## src/rtl/uart_tx_pkg.sv

```systemverilog
// uart_tx_pkg: shared definitions for the UART transmit path.
//   tx_state_t : frame sequencing states of uart_tx_ctrl.
//   SEL_*      : TX output multiplexer select codes. These are shared with the
//                mux, so the encodings must not change.
package uart_tx_pkg;

  typedef enum logic [2:0] {
    IDLE,
    START,
    DATA,
    PARITY,
    STOP
  } tx_state_t;

  localparam logic [1:0] SEL_START = 2'b00;
  localparam logic [1:0] SEL_STOP  = 2'b01;
  localparam logic [1:0] SEL_DATA  = 2'b10;
  localparam logic [1:0] SEL_PAR   = 2'b11;

endpackage

```

## src/rtl/uart_tx_serializer.sv

```systemverilog
// uart_tx_serializer: payload latch and bit sequencer for uart_tx_ctrl.
// Ports:
//   clk, rst_n : bit-rate clock, asynchronous active-low reset
//   load       : capture p_data (controller accepting a word)
//   start      : present bit 0 on the next edge (controller in START)
//   step       : advance to the next bit (controller in DATA)
//   p_data     : parallel payload
//   s_data     : registered serial bit, 1 whenever no data bit is presented
//   done       : the last data bit is currently on s_data
module uart_tx_serializer #(
  parameter int unsigned DATA_WIDTH = 8
) (
  input  logic                  clk,
  input  logic                  rst_n,
  input  logic                  load,
  input  logic                  start,
  input  logic                  step,
  input  logic [DATA_WIDTH-1:0] p_data,
  output logic                  s_data,
  output logic                  done
);

  localparam int unsigned      CNT_W    = $clog2(DATA_WIDTH);
  localparam logic [CNT_W-1:0] LAST_IDX = CNT_W'(DATA_WIDTH - 1);

  logic [DATA_WIDTH-1:0] data_q;
  logic [CNT_W-1:0]      cnt_q;
  logic [CNT_W-1:0]      cnt_nxt;

  // cnt_q is the index of the bit currently driven on s_data, so s_data is
  // registered with the bit that cnt_q will point at after the edge.
  assign cnt_nxt = cnt_q + CNT_W'(1);
  assign done    = (cnt_q == LAST_IDX);

  always_ff @(posedge clk or negedge rst_n) begin
    if (!rst_n) begin
      data_q <= '0;
      cnt_q  <= '0;
      s_data <= 1'b1;
    end else if (load) begin
      data_q <= p_data;
      cnt_q  <= '0;
      s_data <= 1'b1;
    end else if (start) begin
      cnt_q  <= '0;
      s_data <= data_q[0];
    end else if (step && !done) begin
      cnt_q  <= cnt_nxt;
      s_data <= data_q[cnt_nxt];
    end else begin
      cnt_q  <= '0;
      s_data <= 1'b1;
    end
  end

endmodule

```

## src/rtl/uart_tx_ctrl.sv

```systemverilog
// uart_tx_ctrl: UART transmitter control/datapath stage feeding the TX mux.
// Sends one frame per accepted word, one bit per CLK: start, data LSB first,
// optional parity, stop.
// Ports:
//   CLK, RST   : bit-rate clock, asynchronous active-low reset
//   P_DATA     : payload, sampled on acceptance
//   DATA_VALID : send request, honoured only in IDLE
//   PAR_EN     : append parity bit (sampled on acceptance)
//   PAR_TYP    : 0 even, 1 odd (sampled on acceptance)
//   SEL        : mux select (00 start, 01 stop/idle, 10 data, 11 parity)
//   S_DATA     : current serial data bit
//   PAR        : parity of the latched word
//   BUSY       : frame in progress
// Build option: define UART_TX_PARITY_EN to include parity generation and the
// PARITY state; otherwise PAR_EN/PAR_TYP are ignored and PAR is 0.
module uart_tx_ctrl
  import uart_tx_pkg::*;
#(
  parameter int unsigned DATA_WIDTH = 8
) (
  input  logic                  CLK,
  input  logic                  RST,
  input  logic [DATA_WIDTH-1:0] P_DATA,
  input  logic                  DATA_VALID,
  input  logic                  PAR_EN,
  input  logic                  PAR_TYP,
  output logic [1:0]            SEL,
  output logic                  S_DATA,
  output logic                  PAR,
  output logic                  BUSY
);

  tx_state_t state;
  logic      accept;
  logic      done;
  logic      use_parity;

  assign accept = (state == IDLE) && DATA_VALID;

  uart_tx_serializer #(
    .DATA_WIDTH(DATA_WIDTH)
  ) u_serializer (
    .clk   (CLK),
    .rst_n (RST),
    .load  (accept),
    .start (state == START),
    .step  (state == DATA),
    .p_data(P_DATA),
    .s_data(S_DATA),
    .done  (done)
  );

`ifdef UART_TX_PARITY_EN
  logic par_en_q;
  logic par_q;

  // Parity is computed from P_DATA at acceptance so PAR is already valid
  // during START and stays fixed for the whole frame.
  always_ff @(posedge CLK or negedge RST) begin
    if (!RST) begin
      par_en_q <= 1'b0;
      par_q    <= 1'b0;
    end else if (accept) begin
      par_en_q <= PAR_EN;
      par_q    <= (^P_DATA) ^ PAR_TYP;
    end
  end

  assign PAR        = par_q;
  assign use_parity = par_en_q;
`else
  logic unused_par_cfg;
  assign unused_par_cfg = PAR_EN ^ PAR_TYP;
  assign PAR            = 1'b0;
  assign use_parity     = 1'b0;
`endif

  always_ff @(posedge CLK or negedge RST) begin
    if (!RST) begin
      state <= IDLE;
      SEL   <= SEL_STOP;
      BUSY  <= 1'b0;
    end else begin
      case (state)
        IDLE: begin
          if (DATA_VALID) begin
            state <= START;
            SEL   <= SEL_START;
            BUSY  <= 1'b1;
          end
        end
        START: begin
          state <= DATA;
          SEL   <= SEL_DATA;
        end
        DATA: begin
          if (done) begin
            if (use_parity) begin
              state <= PARITY;
              SEL   <= SEL_PAR;
            end else begin
              state <= STOP;
              SEL   <= SEL_STOP;
            end
          end
        end
        PARITY: begin
          state <= STOP;
          SEL   <= SEL_STOP;
        end
        STOP: begin
          state <= IDLE;
          SEL   <= SEL_STOP;
          BUSY  <= 1'b0;
        end
        default: begin
          state <= IDLE;
          SEL   <= SEL_STOP;
          BUSY  <= 1'b0;
        end
      endcase
    end
  end

endmodule
```

## config.mk

```make
export PLATFORM = sky130hd
export DESIGN_NAME = uart_tx_ctrl
export DESIGN_NICKNAME = d
export VERILOG_FILES = /design/src/rtl/uart_tx_pkg.sv /design/src/rtl/uart_tx_serializer.sv /design/src/rtl/uart_tx_ctrl.sv
export SDC_FILE = /design/constraint.sdc
export NUM_CORES = 1
export LEC_CHECK = 0
export ABC_AREA = 1
export CAP_MARGIN = 20
export CELL_PAD_IN_SITES_DETAIL_PLACEMENT = 0
export CELL_PAD_IN_SITES_GLOBAL_PLACEMENT = 1
export CORE_ASPECT_RATIO = 0.8
export CORE_MARGIN = 5
export CORE_UTILIZATION = 38
export DETAILED_ROUTE_END_ITERATION = 12
export GPL_TIMING_DRIVEN = 1
export PLACE_DENSITY_LB_ADDON = 0.2
export SLEW_MARGIN = 5
export SYNTH_ARGS = -nofsm -noshare
export SYNTH_HDL_FRONTEND = slang
export SYNTH_SLANG_ARGS = --single-unit
```

## constraint.sdc

```tcl
create_clock -name CLK -period 4.2 [get_ports CLK]
set_input_delay 0.42 -clock CLK [delete_from_list [all_inputs] [get_ports CLK]]
set_output_delay 0.42 -clock CLK [all_outputs]
set_load 0.05 [all_outputs]
```

# Word level (Yosys, flattened, before mapping)
# Index checks and enable logic that the tools add are counted.
dict set report word_totals {
  register_bits 18
  latchBits 0
  ramBits 0
  mem_bits_ro 0
  inputBits 13
  out_inout_bits 5
  wordCells 38
  memories 0
}
dict set report classes {
  add_sub_neg 1
  n_mul 0
  div 0
  n_lt_le_gt_ge 1
  eq_ne 6
  shift 0
  n_mux 16
  n_bitwise 1
  n_reduce_logical 7
}
# op count
set op_table {}
lappend op_table {{$mux W3} 5}
lappend op_table {{$pmux W3 S4} 1}
lappend op_table {{$eq A3 B2 Y1 const B} 2}
lappend op_table {{$pmux W2 S3} 1}
lappend op_table {{$mux W1} 5}
lappend op_table {{$lt A3 B4 Y1 const B} 1}
lappend op_table {{$mux W2} 2}
lappend op_table {{$ne A2 B2 Y1 const B} 2}
lappend op_table {{$reduce_and A2 Y1} 2}
lappend op_table {{$add A3 B1 Y3 const B} 1}
lappend op_table {{$bmux W1 S3} 1}
lappend op_table {{$eq A3 B1 Y1 const B} 1}
lappend op_table {{$eq A3 B3 Y1 const B} 1}
lappend op_table {{$logic_not A3 Y1} 1}
lappend op_table {{$reduce_or A3 Y1} 1}
lappend op_table {{$logic_and A1 B1 Y1} 2}
lappend op_table {{$pmux W1 S2} 1}
lappend op_table {{$logic_not A1 Y1} 1}
lappend op_table {{$not A1 Y1} 1}

# Logic depth before layout (Yosys ltp)
# Gate-level depths: netlist of the first run.
dict set report logic_depth {
  ltp_word 6
  mapped_depth 7
  mapped_depth_nobuf 7
}

# Hierarchy
# From an unflattened synthesis of the first run, not the netlist that was laid out.
dict set report unflattened {
  cells_unflattened 93
  area_unflattened_um2 848.3
}
# mod n_inst cells_each area_each_um2
set modules_own_cells {}
lappend modules_own_cells {uart_tx_serializer 1 61 569.3}
lappend modules_own_cells {uart_tx_ctrl 1 32 279.0}

# Least setup slack after synthesis of the first run
# Ideal clock, no wire load.
dict set report synth_path {
  path_type {register to register}
  startpoint {register u_serializer.cnt_q[0]}
  endpoint {register SEL[0]}
  setup_ps 60
  t_arrival_ps 1291
  required_ps 4140
  slack_ps 2849
  path_stages_with_launch 8
  path_buffers 0
  period_less_slack_ps 1351
  path_cell_list {dfrtp_1 -> ha_1 -> ha_1 -> nor3_2 -> inv_2 -> o31ai_1 -> nand2_1 -> nand2_1}
}
dict set report synth_between {
  elab_chain_cells 3
}
# item line
set synth_rtl {}
lappend synth_rtl {{start, declared} uart_tx_serializer.sv:27} ;# logic [CNT_W-1:0] cnt_q;
lappend synth_rtl {{start signal, assigned} uart_tx_serializer.sv:48} ;# cnt_q <= cnt_nxt;
lappend synth_rtl {{$eq A3 B3 Y1} uart_tx_serializer.sv:33} ;# assign done = (cnt_q == LAST_IDX);
lappend synth_rtl {{$ne A2 B2 Y1 (no line)} n/a}
lappend synth_rtl {{$reduce_and A2 Y1 (no line)} n/a}
lappend synth_rtl {{end signal, assigned} uart_tx_ctrl.sv:81} ;# SEL <= SEL_STOP;
lappend synth_rtl {{end signal, assigned} uart_tx_ctrl.sv:88} ;# SEL <= SEL_START;
lappend synth_rtl {{end signal, assigned} uart_tx_ctrl.sv:94} ;# SEL <= SEL_DATA;
lappend synth_rtl {{end, declared} uart_tx_ctrl.sv:27} ;# output logic [1:0] SEL,
# Every way passes these cells.
# A chain may end at the register's enable or synchronous reset.

# Final worst setup path of the first run
dict set report layout_path {
  startpoint {register SEL[0]}
  endpoint {output SEL[0]}
}
# No word-level cell between the ends.

==> results of run 1 <==
## flip-flops by register name, indices dropped and copies added (netlist names)
| name | flops |
|---|---|
| state | 3 |
| BUSY | 1 |
| u_serializer.cnt_q | 3 |
| u_serializer.data_q | 8 |
| SEL | 1 |
| u_serializer.s_data | 1 |
## placed cells by master (no fill, tap or decap)
master / instances
nand3_1: 7
nor2_1: 5
clkdlybuf4s50_1: 14
inv_8: 1
nor3_2: 1
dfrtp_1: 15
dfstp_2: 2
inv_1: 5
o31ai_1: 1
inv_2: 3
a31oi_1: 1
nand2_1: 25
clkbuf_4: 3
nand2_4: 1
nor2_2: 1
clkinv_2: 1
conb_1: 1
ha_1: 2
nand2_2: 18
## worst register-to-register path: stages (launching register included)
cell	delay, ns
dfrtp_1	0.48
ha_1	0.23
ha_1	0.20
nor3_2	0.20
inv_2	0.09
o31ai_1	0.10
nand2_1	0.08
nand2_1	0.07
## area by class of cell
class	count	share of cell area, %
sequential	17	42.9
multi-input combinational	63	33.1
timing repair buffer	14	14.0
inverter	9	4.14
tap	25	3.13
clock buffer	3	2.26
clock inverter	1	0.501
## layer usage
metal	vias to the layer above	GRT usage (%)	share of wire (%)
li1	310	-	-
met1	273	15.9	51
met2	23	15.5	40
met3	2	5.56	8.6
met4	0	1.06	0.43
met5	-	0	0
## where the power goes
group          leakage, nW  switching, mW  internal (mW)
logic                0.265          0.238          0.134
clock network       0.0177         0.0521         0.0354
registers            0.212         0.0493          0.241
total                0.494          0.340          0.411
## through the flow
| stage | setup slack [ns] | utilization (%) | instances | total power, mW |
|---|---|---|---|---|
| after detailed placement | 2.48 | 46.2 | 128 | 0.671 |
| after global placement | 2.48 | 46.2 | 128 | 0.669 |
| after global routing | 2.11 | 47.5 | 132 | 0.822 |
| after floorplan | 2.85 | - | 91 | 0.582 |
| final | 2.16 | 47.5 | 132 | 0.750 |
| after CTS | 2.14 | 47.5 | 132 | 0.762 |
## worst max-delay path by stage
stage | slack (ns) | to | cells past startpoint
after global routing | 2.11 | SEL[0] | 1
after CTS | 2.14 | SEL[0] | 1
after floorplan | 2.85 | SEL[0] | 7
final | 2.16 | SEL[0] | 1
after detailed placement | 2.48 | SEL[0] | 1
after global placement | 2.48 | SEL[0] | 1
## logic make-up after synthesis
| logic type | synth area share, % |
|---|---|
| and+or+nand+nor | 35.3 |
| other | 0.460 |
| adders and majority gates | 3.07 |
| DFF | 52.5 |
| buffers and inverters | 6.91 |
| AOI/OAI and AO/OA | 1.69 |
==> metrics.md, run 1 <==
| Metric | Value |
|---|---|
| Asr flop ratio synth | 100% |
| Outcome | finished clean |
| Hold Fails Final Rpt | 0 |
| Starting Density | 38.7% |
| Core area | 2100 um2 |
| Reg-to-reg startpoint | u_serializer.cnt_q[0] |
| GP Congestion | 0.737 |
| Syn avg cell area | 8.95 um2 |
| Clock-pin slew on the worst setup and hold paths | 0.10 ns |
| CP cell instances | clkdlybuf4s50_1 |
| WL final | 1390 um |
| Die Y | 51.4 um |
| Register-to-register setup slack | 2.71 ns |
| Crit path launch | SEL[0] |
| Die width | 61.8 um |
| Slowest cell on the critical path | clkdlybuf4s50_1 |
| Initial antenna violation count | 0 |
| Post-Place Cell Area | 971 um2 |
| Top cell type's share of synthesized area | 46.1% |
| Clock skew | 0.00122 ns |
| Top-count cell post-synth | nand2_1 |
| Ports | 18 |
| Die area | 3180 um2 |
| Leakage | 0.494 nW |
| R2R cell count | 7 |
| H-tree Lvls | 1 |
| DRC | 0 |
| Setup CP Type | reg -> out |
| Crit end category | primary output |
| Crit-path max FO | 2 |
| Final period utilization | 48.6% |
| Hold Path Class | reg -> reg |
| Fin crit period | 2.04 ns |
| Reg area | 428 um2 |
| Mapped Area | 815 um2 |
| Post_cts resized | 0 |
| Post-route ant nets | 0 |
| Setup Viol. Count Final | 0 |
| Cells after Synth | 91 |
| Syn-to-layout area delta | 22.6% |
| Max-cap violations | 0 |
| Critical R2R Capture | SEL[0] |
| Antenna cells | 0 |
| Via Count | 608 |
| Worst-Skew Late Latency | 0.29 ns |
| Postcts setup bufs | 0 |
| CP max stage delay | 0.79 ns |
| Maximum VDD drop | 314 uV |
| CP Buf/Inv Count | 1 |
| Max Slew Vio Count | 0 |
| Req. time, crit path | 3.78 ns |
| EDFF count, synth | 0 |
| GRT Overall Usage | 11.1% |
| Total negative slack | 0 ns |
| Highest clock rate | 490 MHz |
| Synthesis Warnings | 0 |
| Synth Net Count | 106 |
| Number of global-route vias before repair | 576 |
| Violation count after the first detailed-route iteration | 17 |
| CP delay by family, top | buffers and inverters |
| RSZ-0062 raised after global routing | false |
| Num rows | 15 |
| PD cells | 752 nW/um2 |
| Synth top cells by count | 25 x nand2_1, 18 x nand2_2, 15 x dfrtp_1, 7 x nand3_1 |
| Fill cell count | 230 |
| Clock tree buffer depth | 2 |
| Distinct cell type count after synthesis | 17 |
| Worst slew pin tran | 0.767 ns |
| Register area share after synthesis | 52.5% |
| Grt ovf | 0 |
| Worst hold margin | 0.466 ns |
| Worst Hold Launch | SEL[0] |
| First-pass GRT wire length | 2580 um |
| Area leader, netlist | dfrtp_1 |
| Fin nets | 123 |
| #FFs+latches synth | 17 |
| Num CTS Buffers | 3 |
| Via density | 4.61 |
| Cell count of the worst hold path | 2 |
| Drt pass-1 iters | 4 |
| Crit path DAT | 1.62 ns |
| Wire per inst | 10.5 um |
| Root buffer cell | clkbuf_4 |
| Area contributors post-synth | dfrtp_1 46%, nand2_2 14%, nand2_1 12%, dfstp_2 6.5%, nand3_1 4.3% |
| IO Port Bufs | 14 |
| Synth Flop Type | dfrtp_1 |
| Crit path launch type | flop |
| Relative slew margins | 48.7% |
| CTS tree | yes |
| Cell area after layout | 998 um2 |
| WHS Endpoint | SEL[0] |
| Hpwl dp | 1080 um |
| Area of the multi-input gates | 330 um2 |
| Largest net degree at the start of global routing | 18 |
| Hold-fix buffers, CTS | 0 |
| Proportion of layout cells with a drive suffix above 1 | 29.0% |
| Clock Sinks | 17 |
(Power assumes the default switching activity.)
==> run 2: changes to the inputs <==
Settings changed: CORE_UTILIZATION 38 to 36.
Clock period 4.2 ns to 1.9 ns, I/O delays scaled along.
==> run 2 against run 1 <==
Net effect: final cell count grew 0.76%; critical path depth unchanged; combinational power increased by 120%; sequential share of layout area down 0.32 points.
==> metrics.md, run 2 (synthesized netlist as in run 1, its figures left out) <==
| Metric | Value |
|---|---|
| Proportion of layout cells with a drive suffix above 1 | 29.6% |
| Clock Sinks | 17 |
| Final period utilization | 95.5% |
| Pre-CTS WS | 0.412 ns |
| WL final | 1460 um |
| H-tree Lvls | 1 |
| Power, Total | 1.67 mW |
| Top Registers | u_serializer.data_q: 8 flops, state: 3 flops, u_serializer.cnt_q: 3 flops |
| Clock skew | 0.0102 ns |
| Setup Viol. Count Final | 0 |
| CTS tree | yes |
| Max Slew Vio Count | 0 |
| Via Count | 596 |
| Max-cap violations | 0 |
| Register-to-register setup slack | 0.39 ns |
| IO Port Bufs | 14 |
| Crit-path max FO | 2 |
| Syn-to-layout area delta | 23.5% |
| Post_cts resized | 0 |
| Die width | 63.2 um |
| Largest net degree at the start of global routing | 18 |
| Ports | 18 |
| CP Buf/Inv Count | 1 |
| Placed cell count | 129 |
| Hold-fix buffers, CTS | 0 |
| Total negative slack | 0 ns |
| Worst hold margin | 0.212 ns |
| Hold Fails Final Rpt | 0 |
| Fin nets | 124 |
| GRT Overall Usage | 10.7% |
| Initial antenna violation count | 0 |
| Cell area after layout | 1010 um2 |
| Number of global-route vias before repair | 636 |
| Reg-to-reg startpoint | u_serializer.cnt_q[0] |
| Internal | 0.909 mW |
| Worst-Skew Late Latency | 0.29 ns |
| Post-route non-filler standard cell count | 133 |
| Postcts setup bufs | 0 |
| Comb pwr share | 49.9% |
| Post-Place Cell Area | 978 um2 |
| Clock tree buffer depth | 2 |
| Starting Density | 37.7% |
| Net Switching | 0.760 mW |
| CP cell instances | clkdlybuf4s50_1 |
| First-pass GRT wire length | 2750 um |
| Wire per inst | 11.0 um |
| Die area | 3320 um2 |
| Violation count after the first detailed-route iteration | 5 |
| Maximum VDD drop | 755 uV |
| Via density | 4.48 |
| Num CTS Buffers | 3 |
| Post-route ant nets | 0 |
| Hpwl dp | 1100 um |
| CP delay by family, top | buffers and inverters |
| Req. time, crit path | 1.71 ns |
| Post-route core utilization | 46.6% |
| Root buffer cell | clkbuf_4 |
| R2R cell count | 7 |
| Switch share | 45.5% |
| Antenna cells | 0 |
| Grt ovf | 0 |
| Highest clock rate | 551 MHz |
| Commonest non-fill, non-tap cell in the layout | nand2_1 |
| Slowest cell on the critical path | clkdlybuf4s50_1 |
| Max FFs per register | 8 |
| PD cells | 1660 nW/um2 |
| Critical R2R Capture | SEL[0] |
| Clock share of power | 11.6% |
| DRC | 0 |
| RSZ-0062 raised after global routing | false |
| Largest register by flop count | u_serializer.data_q |
| Flop pwr share | 38.5% |
| Setup CP Type | reg -> out |
| CP max stage delay | 0.79 ns |
| Crit path launch type | flop |
| Fin crit period | 1.81 ns |
| Final WS setup | 0.0861 ns |
| Crit end category | primary output |
| GP Congestion | 0.753 |
| Num rows | 15 |
| Drt pass-1 iters | 3 |
| Leakage | 0.499 nW |
| Hold Path Class | in -> async |
| Commonest cells after routing, fill and taps aside | 25 x nand2_1, 18 x nand2_2, 15 x dfrtp_1 |
| Core area | 2160 um2 |
| Clock-pin slew on the worst setup and hold paths | 0.11 ns |
| Die Y | 52.5 um |
| Outcome | finished clean |
| Crit path DAT | 1.62 ns |
[run 2: worst max-delay path by stage]
stage                         to  cells after the start                   from  slack [ns]
final                     SEL[0]                      1                 SEL[0]        0.09
after global routing      SEL[0]                      1                 SEL[0]        0.03
after CTS                 SEL[0]                      1                 SEL[0]        0.07
after detailed placement  SEL[0]                      1                 SEL[0]        0.41
after global placement    SEL[0]                      7  u_serializer.cnt_q[0]        0.41
after floorplan           SEL[0]                      7  u_serializer.cnt_q[0]        0.55
[run 2: power by group through the flow]
stage / Sequential [mW] / Combinational, mW / Clock, mW
6_report: 0.643 / 0.833 / 0.193
5_1_grt: 0.668 / 0.937 / 0.226
4_1_cts: 0.643 / 0.846 / 0.203
3_5_place_dp: 0.652 / 0.840 / 0
3_3_place_gp: 0.651 / 0.837 / 0
2_1_floorplan: 0.734 / 0.552 / 0
[run 2: layout make-up]
cell class	instances	area (um2)
Fill cell	218	1150
Sequential cell	17	428
Multi-Input combinational cell	63	330
Timing Repair Buffer	15	148
Inverter	9	41.3
Tap cell	25	31.3
Clock buffer	3	22.5
Clock inverter	1	5.00
[run 2: layer usage]
metal | track usage [%] | vias to the layer above | wire [um] | part of all wire, %
met1 | 13.2 | 271 | 718 | 49
met5 | 0 | - | 0 | 0
li1 | - | 312 | - | -
met4 | 3.11 | 0 | 14 | 0.96
met2 | 17.7 | 11 | 647 | 44
met3 | 4.08 | 2 | 76 | 5.2
==> RTL change 1, RTL diff (flow settings as in run 1) <==
`DATA_WIDTH` is set to 8 in 2 places; all go to 4.
--- a/src/rtl/uart_tx_serializer.sv
+++ b/src/rtl/uart_tx_serializer.sv
@@ -9,5 +9,5 @@
 //   done       : the last data bit is currently on s_data
 module uart_tx_serializer #(
-  parameter int unsigned DATA_WIDTH = 8
+  parameter int unsigned DATA_WIDTH = 4
 ) (
   input  logic                  clk,
--- a/src/rtl/uart_tx_ctrl.sv
+++ b/src/rtl/uart_tx_ctrl.sv
@@ -17,5 +17,5 @@
   import uart_tx_pkg::*;
 #(
-  parameter int unsigned DATA_WIDTH = 8
+  parameter int unsigned DATA_WIDTH = 4
 ) (
   input  logic                  CLK,
Ports: changed (resized P_DATA); port bits go from 18 to 14. The function was not compared with the original's and may differ.
==> RTL change 1 against run 1 <==
Setup slack gained 33 ps; total power shrank 24%; die area shrank 23%; wire length shrank 24%; area after synthesis shrank 27%; cell area shrank 26%; sequential cell count shrank 4; critical path depth is the same; critical path type unchanged; largest cell class unchanged; largest power group unchanged.
==> RTL change 1: results (changes against run 1) <==
metric	value	unit	change
final RePlAce weighted congestion	0.749		+1.6%
Arr. time, crit path	1590	ps	-30 ps
leakage power	0.379	nW	-23%
Distinct cells, synth	16		-1
placed insts	99		-23%
clock skew	6.37	ps	+5.15 ps
outcome	complete, no violations		
Post-Route WL	1050	µm	-24%
Syn Inst Count	69		-24%
via count	443		-27%
Clock Latency Late Sink	270	ps	-20 ps
Place WS	2480	ps	+0.370 ps
first-pass GRT wire length	1960	µm	-24%
post-synthesis sequential area ratio	55.5	%	+3.0 points
largest registers	u_serializer.data_q: 4 flops, state: 3 flops		
FILL cells	156		-32%
drt wl/cell	10.2	µm	-3.2%
Synth top cells by count	24 x nand2_1, 11 x dfrtp_1, 8 x inv_1		
fraction of layout cells with a size suffix above 1	13.4	%	-16 points
worst vdd ir	341	µV	+8.5%
Area growth syn-to-layout	24.6	%	
Worst-Margin Slew	562	ps	-205 ps
Placement Cell Area	709	µm²	-27%
most area-consuming cells after synthesis	dfrtp_1 47%, nand2_1 15%, dfstp_2 8.9%		
# port buffers	10		-4
nets	93		-24%
clk slew on worst S/H paths	70	ps	-30 ps
gr usage total	11.8	%	+0.72 points
DRT iter0 DRCs	8		-9
post-synth net total	79		-25%
via count of the first global-routing pass	462		-20%
largest net degree at the start of global routing	14		-4
[RTL change 1: metal layers]
layer,GRT usage [%],share of wire [%],up-vias
met5,0,0,-
met4,4.48,0.95,0
met3,5.94,5.3,2
met2,16.4,42,12
met1,15.6,51,194
li1,-,-,235
[RTL change 1: kinds of logic (layout without fill, tap and decap cells)]
group / after synthesis / in the layout / synth area share [%]
AOI/OAI and AO/OA: 4 / 4 / 3.60
adders and majority gates: 1 / 1 / 2.12
buffers and inverters: 12 / 25 / 8.26
DFF: 13 / 13 / 55.5
other: 1 / 1 / 0.635
and+or+nand+nor: 38 / 38 / 29.9
[RTL change 1: worst paths after layout]
| path | startpoint | endpoint | slack [ps] | depth (start not counted) |
|---|---|---|---|---|
| max reg2reg | u_serializer.cnt_q[0] | u_serializer.s_data | 2990 | 6 |
| max | SEL[0] | SEL[0] | 2190 | 1 |
| min reg2reg | SEL[0] | SEL[0] | 470 | 2 |
| max in group asynchronous | RST | SEL[0] | 3320 | 1 |
| min in group asynchronous | RST | u_serializer.data_q[3] | 500 | 1 |
| min | SEL[0] | SEL[0] | 470 | 2 |
[RTL change 1: cell type report]
type                       count  share of cell area (%)
clock buffer                   4                    3.57
multi-input combinational     44                    29.1
timing repair buffer          10                    13.6
sequential                    13                    44.6
tap                           21                    3.57
inverter                      11                    5.61
[RTL change 1: worst min-delay path, stage by stage (launching register included)]
cell and delay [ps]:
dfstp_2 370, nand2_1 50, nand2_1 50
[RTL change 1: where the power goes]
part           total (mW)  internal (mW)  switching, mW  leakage [nW]
sequential          0.218          0.185         0.0326         0.162
clock              0.0753         0.0368         0.0385        0.0150
combinational       0.277         0.0937          0.183         0.202
==> RTL change 2, RTL diff (config.mk and constraints of run 1) <==
Without the edit above. The 5 states of `tx_state_t` get a Gray code encoding in 3 bits.
--- a/src/rtl/uart_tx_pkg.sv
+++ b/src/rtl/uart_tx_pkg.sv
@@ -6,9 +6,9 @@
 
   typedef enum logic [2:0] {
-    IDLE,
-    START,
-    DATA,
-    PARITY,
-    STOP
+    IDLE   = 3'b000,
+    START  = 3'b001,
+    DATA   = 3'b011,
+    PARITY = 3'b010,
+    STOP   = 3'b110
   } tx_state_t;
 
Behaviour: same outputs for any inputs over 10 cycles, from zero or initial values and one cycle with RST low; not proved beyond that.
==> RTL change 2 against run 1 <==
Via count fell by 9.0%; sequential share of layout area grew 1.2 points; cell area up 2.9%; global-route usage is 1.1 points lower; critical path depth did not move; wire length rose by 3.1%; setup slack lost 7.1 ps; area after synthesis grew 1.5%; first-iteration DRC count is 53% lower; sequential cell count grew 1; final cell count decreased by 9.8%; total power decreased by 3.0%; critical path type unchanged.
==> RTL change 2: results (changes against run 1) <==
metric	value	unit	change
outcome	complete, no violations		
antenna violations before repair	0		unchanged
mean post-synth cell area	10.7	µm²	+20%
Antenna diodes	0		unchanged
share of the synthesized area in the top cell type	48.4	%	+2.3 points
first-pass GRT wire length	2500	µm	-2.9%
gr usage total	10.0	%	-1.1 points
post-synth net total	92		-13%
Post-CTS Setup Inserts	0		unchanged
Worst-Margin Slew	784	ps	+17.1 ps
nets	110		-11%
DRT iter0 DRCs	8		-9
type of the worst min-delay path	reg -> reg		
register-to-register setup slack	2650	ps	-60 ps
# port buffers	14		unchanged
Slowest-stage cell, CP	clkdlybuf4s50_1		
drt wl/cell	12.1	µm	+14%
final RePlAce weighted congestion	0.670		-9.2%
hold depth	2		unchanged
Clock Latency Late Sink	300	ps	
post-synthesis sequential area ratio	54.8	%	+2.2 points
clk slew on worst S/H paths	100	ps	about the same
first-pass iteration count of the detailed router	4		unchanged
Post-DP HPWL	1060	µm	-1.9%
via count of the first global-routing pass	552		-4.2%
WHS Endpoint	SEL[0]		
FILL cells	200		-13%
Inserted Clock Buffers	3		unchanged
leakage power	0.508	nW	+2.7%
RR Endpoint	state[0]		
Via density	4.65		+0.89%
post-route ant nets	0		unchanged
Post-Route WL	1430	µm	+3.1%
CTS H-tree depth	1		unchanged
r2r startpoint	u_serializer.cnt_q[0]		
clock tree buffer depth	2		unchanged
worst vdd ir	390	µV	+24%
Resized cells post-CTS	0		unchanged
Arr. time, crit path	1630	ps	
Top Family by Delay on Critical Path	buffers and inverters		
hold_ws	469	ps	+2.63 ps
Crit path largest cell delay	790	ps	about the same
clock skew	4.30	ps	+3.08 ps
dominant synthesized flop cell	dfrtp_1		
Distinct cells, synth	17		unchanged
largest registers	u_serializer.data_q: 8 flops, state: 3 flops, u_serializer.cnt_q: 3 flops		
fraction of layout cells with a size suffix above 1	24.5	%	-4.5 points
placed insts	115		-10%
most area-consuming cells after synthesis	dfrtp_1 48%, mux2_4 15%, nand2_1 9.1%		
Synth top cells by count	20 x nand2_1, 16 x dfrtp_1, 8 x mux2_4		
largest net degree at the start of global routing	19		+1
-- RTL change 2: cell types whose count changed in the layout (fill, tap and decap cells not counted), moves of 2 or more --
cell,delta
mux2_4,+8
inv_2,+2
nand2_2,-18
nand2_1,-5
-- RTL change 2: through the flow --
| stage | utilization (%) | area, µm² | total power, mW | setup slack, ps |
|---|---|---|---|---|
| 2_1_floorplan | - | 827 | 0.545 | 2800 |
| 3_3_place_gp | 46.7 | 991 | 0.621 | 2480 |
| 3_5_place_dp | 46.7 | 991 | 0.627 | 2480 |
| 4_1_cts | 48.4 | 1030 | 0.740 | 2130 |
| 5_1_grt | 48.4 | 1030 | 0.787 | 2100 |
| 6_report | 48.4 | 1030 | 0.728 | 2150 |
-- RTL change 2: routing by layer --
layer	global-route usage (%)	vias up	part of all wire, %
li1	-	281	-
met1	13.4	255	49
met2	14.7	15	42
met3	5.40	2	7.7
met4	1.08	0	0.70
met5	0	-	0
-- RTL change 2: power by group --
group / switching (mW) / leakage, nW / internal [mW]
Sequential: 0.0547 / 0.220 / 0.251
Clock: 0.0542 / 0.0210 / 0.0529
Combinational: 0.168 / 0.267 / 0.147
-- RTL change 2: cell families after synthesis --
logic type                 synth area share (%)
other                                     0.453
and+or+nand+nor                            20.6
buffers and inverters                      4.99
DFF                                        54.8
AOI/OAI and AO/OA                          1.66
adders and majority gates                  3.03
muxes                                      14.5
-- RTL change 2: how the worst max path moves through the flow --
stage	to	cells after the start	slack, ps	start
after global routing	SEL[0]	1	2100	SEL[0]
after floorplan	state[2]	6	2800	u_serializer.cnt_q[0]
final	SEL[0]	1	2150	SEL[0]
after CTS	SEL[0]	1	2130	SEL[0]
after detailed placement	SEL[0]	1	2480	SEL[0]
after global placement	SEL[0]	1	2480	SEL[0]
-- RTL change 2: final cells by class --
type / instances / area share (%)
Multi-Input combinational cell: 49 / 32.4
Clock buffer: 4 / 3.53
Timing Repair Buffer: 14 / 13.6
Inverter: 9 / 3.29
Tap cell: 25 / 3.05
Sequential cell: 18 / 44.1
